## config.mk

```make
export PLATFORM = sky130hd
export DESIGN_NAME = instr_decode_queue
export DESIGN_NICKNAME = d
export VERILOG_FILES = /design/src/rtl/instr_decode_pkg.sv /design/src/rtl/instr_fifo.sv /design/src/rtl/instr_decode_queue.sv
export SDC_FILE = /design/constraint.sdc
export NUM_CORES = 1
export LEC_CHECK = 0
export BUFFER_PORTS_ARGS = -buffer_cell sky130_fd_sc_hd__buf_2
export CORE_MARGIN = 5
export CORE_UTILIZATION = 40
export DETAILED_ROUTE_END_ITERATION = 8
export SKIP_LAST_GASP = 1
export SLEW_MARGIN = 20
export SYNTH_ARGS = -nofsm -noshare
export SYNTH_HDL_FRONTEND = slang
export SYNTH_SLANG_ARGS = --single-unit
```

## constraint.sdc

```tcl
create_clock -name clk -period 9.1 [get_ports clk]
set_clock_uncertainty 0.05 [all_clocks]
set_input_delay 0.455 -clock clk [delete_from_list [all_inputs] [get_ports clk]]
set_output_delay 0.455 -clock clk [all_outputs]
set_load 0.01 [all_outputs]
```

## src/rtl/instr_decode_pkg.sv

```systemverilog
// Shared opcode definitions for the instruction decode queue.
// Opcodes outside the defined set are treated as illegal.
package instr_decode_pkg;

    localparam logic [3:0] OP_POS     = 4'h0;
    localparam logic [3:0] OP_SPRMEM  = 4'h1;
    localparam logic [3:0] OP_OFFSET  = 4'h2;
    localparam logic [3:0] OP_BGCOLOR = 4'h3;

    function automatic logic is_legal_op(input logic [31:0] op);
        return op <= 32'(OP_BGCOLOR);
    endfunction

endpackage

```

## src/rtl/instr_fifo.sv

```systemverilog
// Synchronous show-ahead FIFO; head holds the last popped word when empty.
// Push is refused while full even if a pop happens in the same cycle.
module instr_fifo #(
    parameter int W     = 8,
    parameter int DEPTH = 8
) (
    input  logic                     clk,
    input  logic                     reset,
    input  logic                     push,
    input  logic                     pop,
    input  logic [W-1:0]             wdata,
    output logic [W-1:0]             rdata,
    output logic                     full,
    output logic                     empty,
    output logic [$clog2(DEPTH):0]   level
);

    localparam int AW = $clog2(DEPTH);
    localparam int LW = AW + 1;

    logic [W-1:0]  mem [DEPTH];
    logic [AW-1:0] wptr;
    logic [AW-1:0] rptr;
    logic [W-1:0]  last;
    logic          do_push;
    logic          do_pop;

    assign empty   = (level == '0);
    assign full    = (level == LW'(DEPTH));
    assign do_push = push & ~full;
    assign do_pop  = pop & ~empty;

    always_ff @(posedge clk or negedge reset) begin
        if (!reset) begin
            wptr  <= '0;
            rptr  <= '0;
            level <= '0;
            last  <= '0;
        end else begin
            if (do_push)
                wptr <= wptr + 1'b1;
            if (do_pop) begin
                rptr <= rptr + 1'b1;
                last <= mem[rptr];
            end
            level <= level + LW'(do_push) - LW'(do_pop);
        end
    end

    always_ff @(posedge clk) begin
        if (do_push)
            mem[wptr] <= wdata;
    end

    assign rdata = empty ? last : mem[rptr];

endmodule

```

## src/rtl/instr_decode_queue.sv

```systemverilog
// Decodes custom-instruction words and queues them for the control unit.
// Illegal opcodes are never queued; drops and illegal opcodes raise sticky flags.
module instr_decode_queue
    import instr_decode_pkg::*;
#(
    parameter int DATA_W = 32,
    parameter int REG_W  = 17,
    parameter int IDX_W  = 5,
    parameter int OP_W   = 4,
    parameter int DEPTH  = 8
) (
    input  logic                   clk,
    input  logic                   reset,
    input  logic                   clk_en,
    input  logic [31:0]            dataA,
    input  logic [DATA_W-1:0]      dataB,
    input  logic                   out_ready,
    input  logic                   clear_flags,
    output logic                   out_valid,
    output logic [OP_W-1:0]        out_opcode,
    output logic [REG_W-1:0]       out_register,
    output logic [DATA_W-1:0]      out_data,
    output logic                   full,
    output logic [$clog2(DEPTH):0] level,
    output logic                   overflow,
    output logic                   illegal
);

    localparam int EW = OP_W + REG_W + DATA_W;

    function automatic logic [REG_W-1:0] decode_reg(input logic [31:0] a);
        logic [31:0] o;
        o = 32'(a[OP_W-1:0]);
        decode_reg = '0;
        unique case (1'b1)
            o == 32'(OP_POS),
            o == 32'(OP_OFFSET): decode_reg = REG_W'(a[IDX_W+OP_W-1:OP_W]);
            o == 32'(OP_SPRMEM): decode_reg = a[REG_W+OP_W-1:OP_W];
            default:             decode_reg = '0;
        endcase
    endfunction

    logic [OP_W-1:0] opcode;
    logic            legal;
    logic            push;
    logic            empty;
    logic            ovf_evt;
    logic            ill_evt;
    logic [EW-1:0]   wdata;
    logic [EW-1:0]   head;
    logic            unused_dataa;

    assign opcode       = dataA[OP_W-1:0];
    assign legal        = is_legal_op(32'(opcode));
    assign push         = clk_en & legal;
    assign wdata        = {opcode, decode_reg(dataA), dataB};
    assign unused_dataa = ^dataA;

    // Space is judged on the registered full only, so a same-cycle pop never rescues a push.
    assign ovf_evt = push & full;
    assign ill_evt = clk_en & ~legal;

    instr_fifo #(
        .W     (EW),
        .DEPTH (DEPTH)
    ) u_fifo (
        .clk   (clk),
        .reset (reset),
        .push  (push),
        .pop   (out_ready),
        .wdata (wdata),
        .rdata (head),
        .full  (full),
        .empty (empty),
        .level (level)
    );

    assign out_valid = ~empty;
    assign {out_opcode, out_register, out_data} = head;

    always_ff @(posedge clk or negedge reset) begin
        if (!reset) begin
            overflow <= 1'b0;
            illegal  <= 1'b0;
        end else begin
            overflow <= ovf_evt | (overflow & ~clear_flags);
            illegal  <= ill_evt | (illegal & ~clear_flags);
        end
    end

endmodule

```

Yosys cells after proc, flatten, opt, wreduce, memory -nomap -nowiden
Memories as Yosys holds them, arrays and structs flattened.
Index checks and enable logic that the tools add are counted.
{ "word_totals": {"input_bits": 69, "wordCells": 35, "regBits": 65, "ramBits": 424, "output_inout_bits": 61, "n_memories": 1} }
{ "op_classes": {"magnitude_cmp": 1, "addsub": 4, "bitwise": 13, "n_reduce_logical": 3, "muxes": 4, "n_eq_ne": 3} }
{ "mem_list": {"columns": ["name", "words", "word_bits", "read_ports", "rd_ports_with_merged_regs", "wr", "line_no", "rtl"], "rows": [
  ["u_fifo.mem", 8, 53, 1, 0, 1, "instr_fifo.sv:21", "logic [W-1:0] mem [DEPTH];"]
]} }
{ "ops": {"columns": ["op", "n"], "rows": [
  ["$mux W53", 1],
  ["$pmux W17 S2", 1],
  ["$logic_not A4 Y1", 2],
  ["$and A1 B1 Y1", 7],
  ["$add A3 B1 Y3 const B", 2],
  ["$add A4 B1 Y4", 1],
  ["$eq A4 B1 Y1 const B", 1],
  ["$eq A4 B2 Y1 const B", 1],
  ["$eq A4 B4 Y1 const B", 1],
  ["$le A4 B2 Y1 const B", 1],
  ["$not A1 Y1", 4],
  ["$sub A4 B1 Y4", 1],
  ["$mux W1", 2],
  ["$or A1 B1 Y1", 2],
  ["$reduce_or A2 Y1", 1]
]} }

Depth between registers and ports, before layout
{ "logic_depth": {"depth_word": 5, "depth_mapped": 13, "ltp_nobuf": 12} }

Cells and area by module
Synthesis repeated with hierarchy kept, for this count alone.
{ "unflattened": {"cells_unflattened": 1172, "area_unflattened_um2": 19713.9} }
{ "by_module_without_submodules": {"columns": ["module", "n_inst", "seq_area_each_um2", "area_per_inst_um2", "cells_per_inst"], "rows": [
  ["instr_fifo", 1, 14308.7, 19489.9, 1143],
  ["instr_decode_queue", 1, 50.0, 224.0, 29]
]} }

Worst setup path after synthesis
OpenSTA, ideal clock, no wires.
{ "synth_path": {"path_type": "reg-to-reg", "start": "register u_fifo.level[2]", "end": "memory u_fifo.mem[0][0] (netlist bit), enable pin", "n_path_buf": 0, "t_arrival_ns": 6.080, "setup_ns": 0.595, "slack_ns": 2.375, "required_ns": 8.455, "synth_period_minus_slack_ns": 6.725, "stages_incl_launch_ff": 6, "cell_sequence": "dfrtp_1 > inv_1 > ha_1 > or3b_1 > nand3_2 > nor4_1"} }
{ "synth_via": {"elab_chain_len": 5} }
{ "synth_rtl": {"columns": ["element", "line_no", "rtl"], "rows": [
  ["start, declared", "instr_fifo.sv:15", "output logic [$clog2(DEPTH):0] level"],
  ["start signal, assigned", "instr_fifo.sv:46", "level <= level + LW'(do_push) - LW'(do_pop);"],
  ["$eq A4 B4 Y1", "instr_fifo.sv:29", "assign full = (level == LW'(DEPTH));"],
  ["$not A1 Y1", "instr_fifo.sv:30", "assign do_push = push & ~full;"],
  ["$and A1 B1 Y1", "instr_fifo.sv:30", null],
  ["$mux W1", "instr_fifo.sv:51", "if (do_push)"],
  ["$mux W1 (implied by the code)", "instr_fifo.sv:52", "mem[wptr] <= wdata;"],
  ["end, declared", "instr_fifo.sv:21", null]
]} }
Every way passes these cells.

Worst setup path after layout
{ "layout_path": {"start": "register u_fifo.rptr[0]", "end": "output out_register[5]"} }
{ "layout_via": {"elab_chain_len": 2} }
{ "layout_rtl": {"columns": ["element", "line_no", "rtl"], "rows": [
  ["start, declared", "instr_fifo.sv:23", "logic [AW-1:0] rptr;"],
  ["start signal, assigned", "instr_fifo.sv:43", "rptr <= rptr + 1'b1;"],
  ["$mem_v2 Z8 W53", null, null],
  ["$mux W53", "instr_fifo.sv:55", "assign rdata = empty ? last : mem[rptr];"],
  ["end, declared", "instr_decode_queue.sv:21", "output logic [REG_W-1:0] out_register,"]
]} }
Every way passes these cells.

==> qor.json <==
{
  "critical_path": {
    "critical_path.slowest_cell": "sky130_fd_sc_hd__dfrtp_4",
    "worst-endpoint-arrival_ns": 3.58,
    "cpLargestDelayFamily": "buffers and inverters",
    "rr_startpoint": "u_fifo.level[2]$_DFF_PN0_",
    "path_class": "flip-flop to output pin",
    "cp_cell_sequence": "buf_4 > mux2_2 > o22ai_1 > o31ai_1 > buf_2",
    "setup.worst_path.end_class": "output pin",
    "worstPathBufferInverterCount": 2,
    "crit_path_max_fanout": 50,
    "cp-start-kind": "flip-flop",
    "cp_data_required_time_ns": 8.60,
    "slowest_delay_ns": 0.92,
    "timing.critical_path.from": "u_fifo.rptr[0]$_DFFE_PN0P_"
  },
  "die": {
    "ioPinCount": 130,
    "initial_core_util_pct": 40.34,
    "num_rows": 81,
    "die_outline_area_um2": 53810,
    "fp.coreArea_um2": 48850,
    "floorplan.die.width_um": 232.0,
    "dieHeight_um": 232.0
  },
  "grt": {
    "grt_first_pass_wirelength_mm": 68.63,
    "pin_count_of_the_biggest_net_entering_global_routing": 94,
    "via_count_of_the_first_global_routing_pass": 10927,
    "globalRoute.totalOverflow": 0,
    "grt_use_total_pct": 16.86,
    "grt_antenna_before_repair": 1
  },
  "timing": {
    "hold-worst-slack_ns": 0.04449,
    "maxSlewViolCount": 0,
    "finalHoldViolCount": 0,
    "max_freq_mhz": 245.0,
    "setup-tns-final_ns": 0,
    "setup_violations": 0,
    "rsz0062_at_grt": "no",
    "period_minus_slack_ns": 4.081,
    "slew-limit-headroom_pct": 31.87,
    "worst-slew-pin-transition_ns": 1.022,
    "finalCritPeriodShare_pct": 44.84
  },
  "placement": {
    "routabilityCongestion": 0.6908,
    "dp_hpwl_mm": 22.92,
    "port-buffer-count": 118
  },
  "layout": {
    "finalNetCount": 1371,
    "post_route_cells_drive_above_1_share_pct": 19.77,
    "syn2layout_area_growth_pct": 13.74
  },
  "detailed_routing": {
    "num_vias": 10631,
    "detail_route.wl_per_cell_um": 22.94,
    "drt_iter0_drc": 708,
    "detail_route.wirelength_mm": 45.76,
    "drc": 0,
    "drt_pre_antenna_iters": 6,
    "route.antenna.remaining_nets": 0,
    "drt-vias-per-instance": 5.329
  },
  "synth": {
    "synth_top_cells_by_count": "424 x sky130_fd_sc_hd__edfxtp_1, 106 x sky130_fd_sc_hd__mux2i_1, 106 x sky130_fd_sc_hd__o31ai_1",
    "yosys.area.top_type_share_pct": 64.61,
    "synth_unique_cells": 38,
    "synth_area_leaders": "sky130_fd_sc_hd__edfxtp_1 65%, sky130_fd_sc_hd__dfrtp_1 8.3%, sky130_fd_sc_hd__mux2i_1 5.4%",
    "synthMostInstantiatedCell": "sky130_fd_sc_hd__edfxtp_1",
    "synth-async-reset-ratio_pct": 13.29,
    "ys_dominant_reg_cell": "sky130_fd_sc_hd__edfxtp_1",
    "synth_sequential_area_ratio_pct": 72.86,
    "synth-edff-count": 424,
    "avgSynthCellArea_um2": 16.79,
    "ys_seq_elements": 489,
    "syn-num-nets": 1252,
    "syn-instance-count": 1174,
    "yosys_warnings": 0,
    "synthDominantAreaCellType": "sky130_fd_sc_hd__edfxtp_1",
    "synthesis.area_um2": 19710
  },
  "clock_tree": {
    "htree_levels": 2,
    "clkSinkCount": 489,
    "clk-insertion-delay-late_ns": 0.57,
    "max_root_sink_buffers": 3,
    "clock-root-buffer": "sky130_fd_sc_hd__clkbuf_16",
    "ctsResizeCount": 0,
    "tritoncts.num_buffers": 49,
    "path_clk_slew_ns": 0.06,
    "cts_tree": "built"
  },
  "hold_path": {
    "hold_path_startpoint": "clear_flags",
    "worstHoldPathType": "input pin to flip-flop"
  },
  "run": {
    "cap_violations": 0
  },
  "status": {
    "status": "finished clean"
  },
  "pwr": {
    "ir_drop_v": 0.0001544,
    "power.density_nw_per_um2": 308.1,
    "p_leak_nw": 7.805
  }
}
registers in the layout (all words and copies together) (netlist names):
| name | cells |
|---|---|
| overflow | 1 |
| u_fifo.level | 4 |
| u_fifo.wptr | 3 |
| u_fifo.mem | 424 |
| u_fifo.rptr | 3 |
| illegal | 1 |
| u_fifo.last | 53 |
worst paths after layout:
check,slack (ns),to,cells after the start
max,5.02,out_register[5],5
min,0.04,overflow$_DFF_PN0_,2
max reg2reg,5.35,u_fifo.level[1]$_DFF_PN0_,13
min reg2reg,0.44,u_fifo.last[10]$_DFFE_PN0P_,2
max in group asynchronous,7.48,u_fifo.rptr[0]$_DFFE_PN0P_,3
min in group asynchronous,0.30,u_fifo.last[30]$_DFFE_PN0P_,2
area by class of cell:
class,instances,area [um^2]
repair buffers,143,803.3
clock inverters,15,140.1
multi-input cells,595,4883
clock buffers,73,1336
fillers,4338,26430
inverters,15,56.30
well taps,664,830.8
diodes,1,2.502
flip-flops and latches,489,14360
stage by stage:
step                instance area [um^2]  setup slack [ns]  instances  total power, W  util [%]
floorplan                          19710             2.375       1174        0.004386         -
global route                       22410             4.794       1994        0.007265     45.88
finish                             22420             5.019       1995        0.006907     45.89
detailed placement                 20900             5.369       1904        0.005081     42.78
CTS                                22390             4.930       1993        0.006988     45.82
global placement                   20900             5.417       1904        0.005045     42.78
report_power, final:
group	leakage, nW	internal, W	switching [W]
sequential	4.62	0.00266	0.000157
clock	0.715	0.00109	0.000796
combinational	2.47	0.000885	0.00132
total	7.81	0.00464	0.00227
logic make-up after synthesis:
logic type	count (synthesis)	synth area share, %
fa+ha+maj	9	0.6095
buf+inv	90	2.800
xor+xnor	6	0.2666
compound gates	271	9.606
flops	489	72.86
mux	214	11.55
simple gates	95	2.305
placed cells by master, fill, tap and decap left out, types with 24 or more instances in the layout:
cell                          n
sky130_fd_sc_hd__a22o_1      53
sky130_fd_sc_hd__buf_2      117
sky130_fd_sc_hd__buf_4       24
sky130_fd_sc_hd__clkbuf_16   49
sky130_fd_sc_hd__dfrtp_1     64
sky130_fd_sc_hd__edfxtp_1   424
sky130_fd_sc_hd__mux2_1      64
sky130_fd_sc_hd__mux2_2      44
sky130_fd_sc_hd__mux2i_1    106
sky130_fd_sc_hd__nand2_1     55
sky130_fd_sc_hd__o21ai_1     40
sky130_fd_sc_hd__o22ai_1     54
sky130_fd_sc_hd__o31ai_1    106
per-layer routing:
layer	track usage, %	part of all wire [%]	vias to the layer above
met1	23.70	45	5420
met2	27.52	48	254
li1	-	-	4899
met3	3.277	4.9	56
met4	3.730	1.7	2
met5	0	0.044	-
repair_timing:
item | 4_1_cts | 5_1_grt
setup buffers | 0 | 0
endpoints found under the setup margin | 0 | 0
hold buffers | 1 | 0
hold endpoints to repair | 21 | 0
Power figures use the tool's default switching activity.
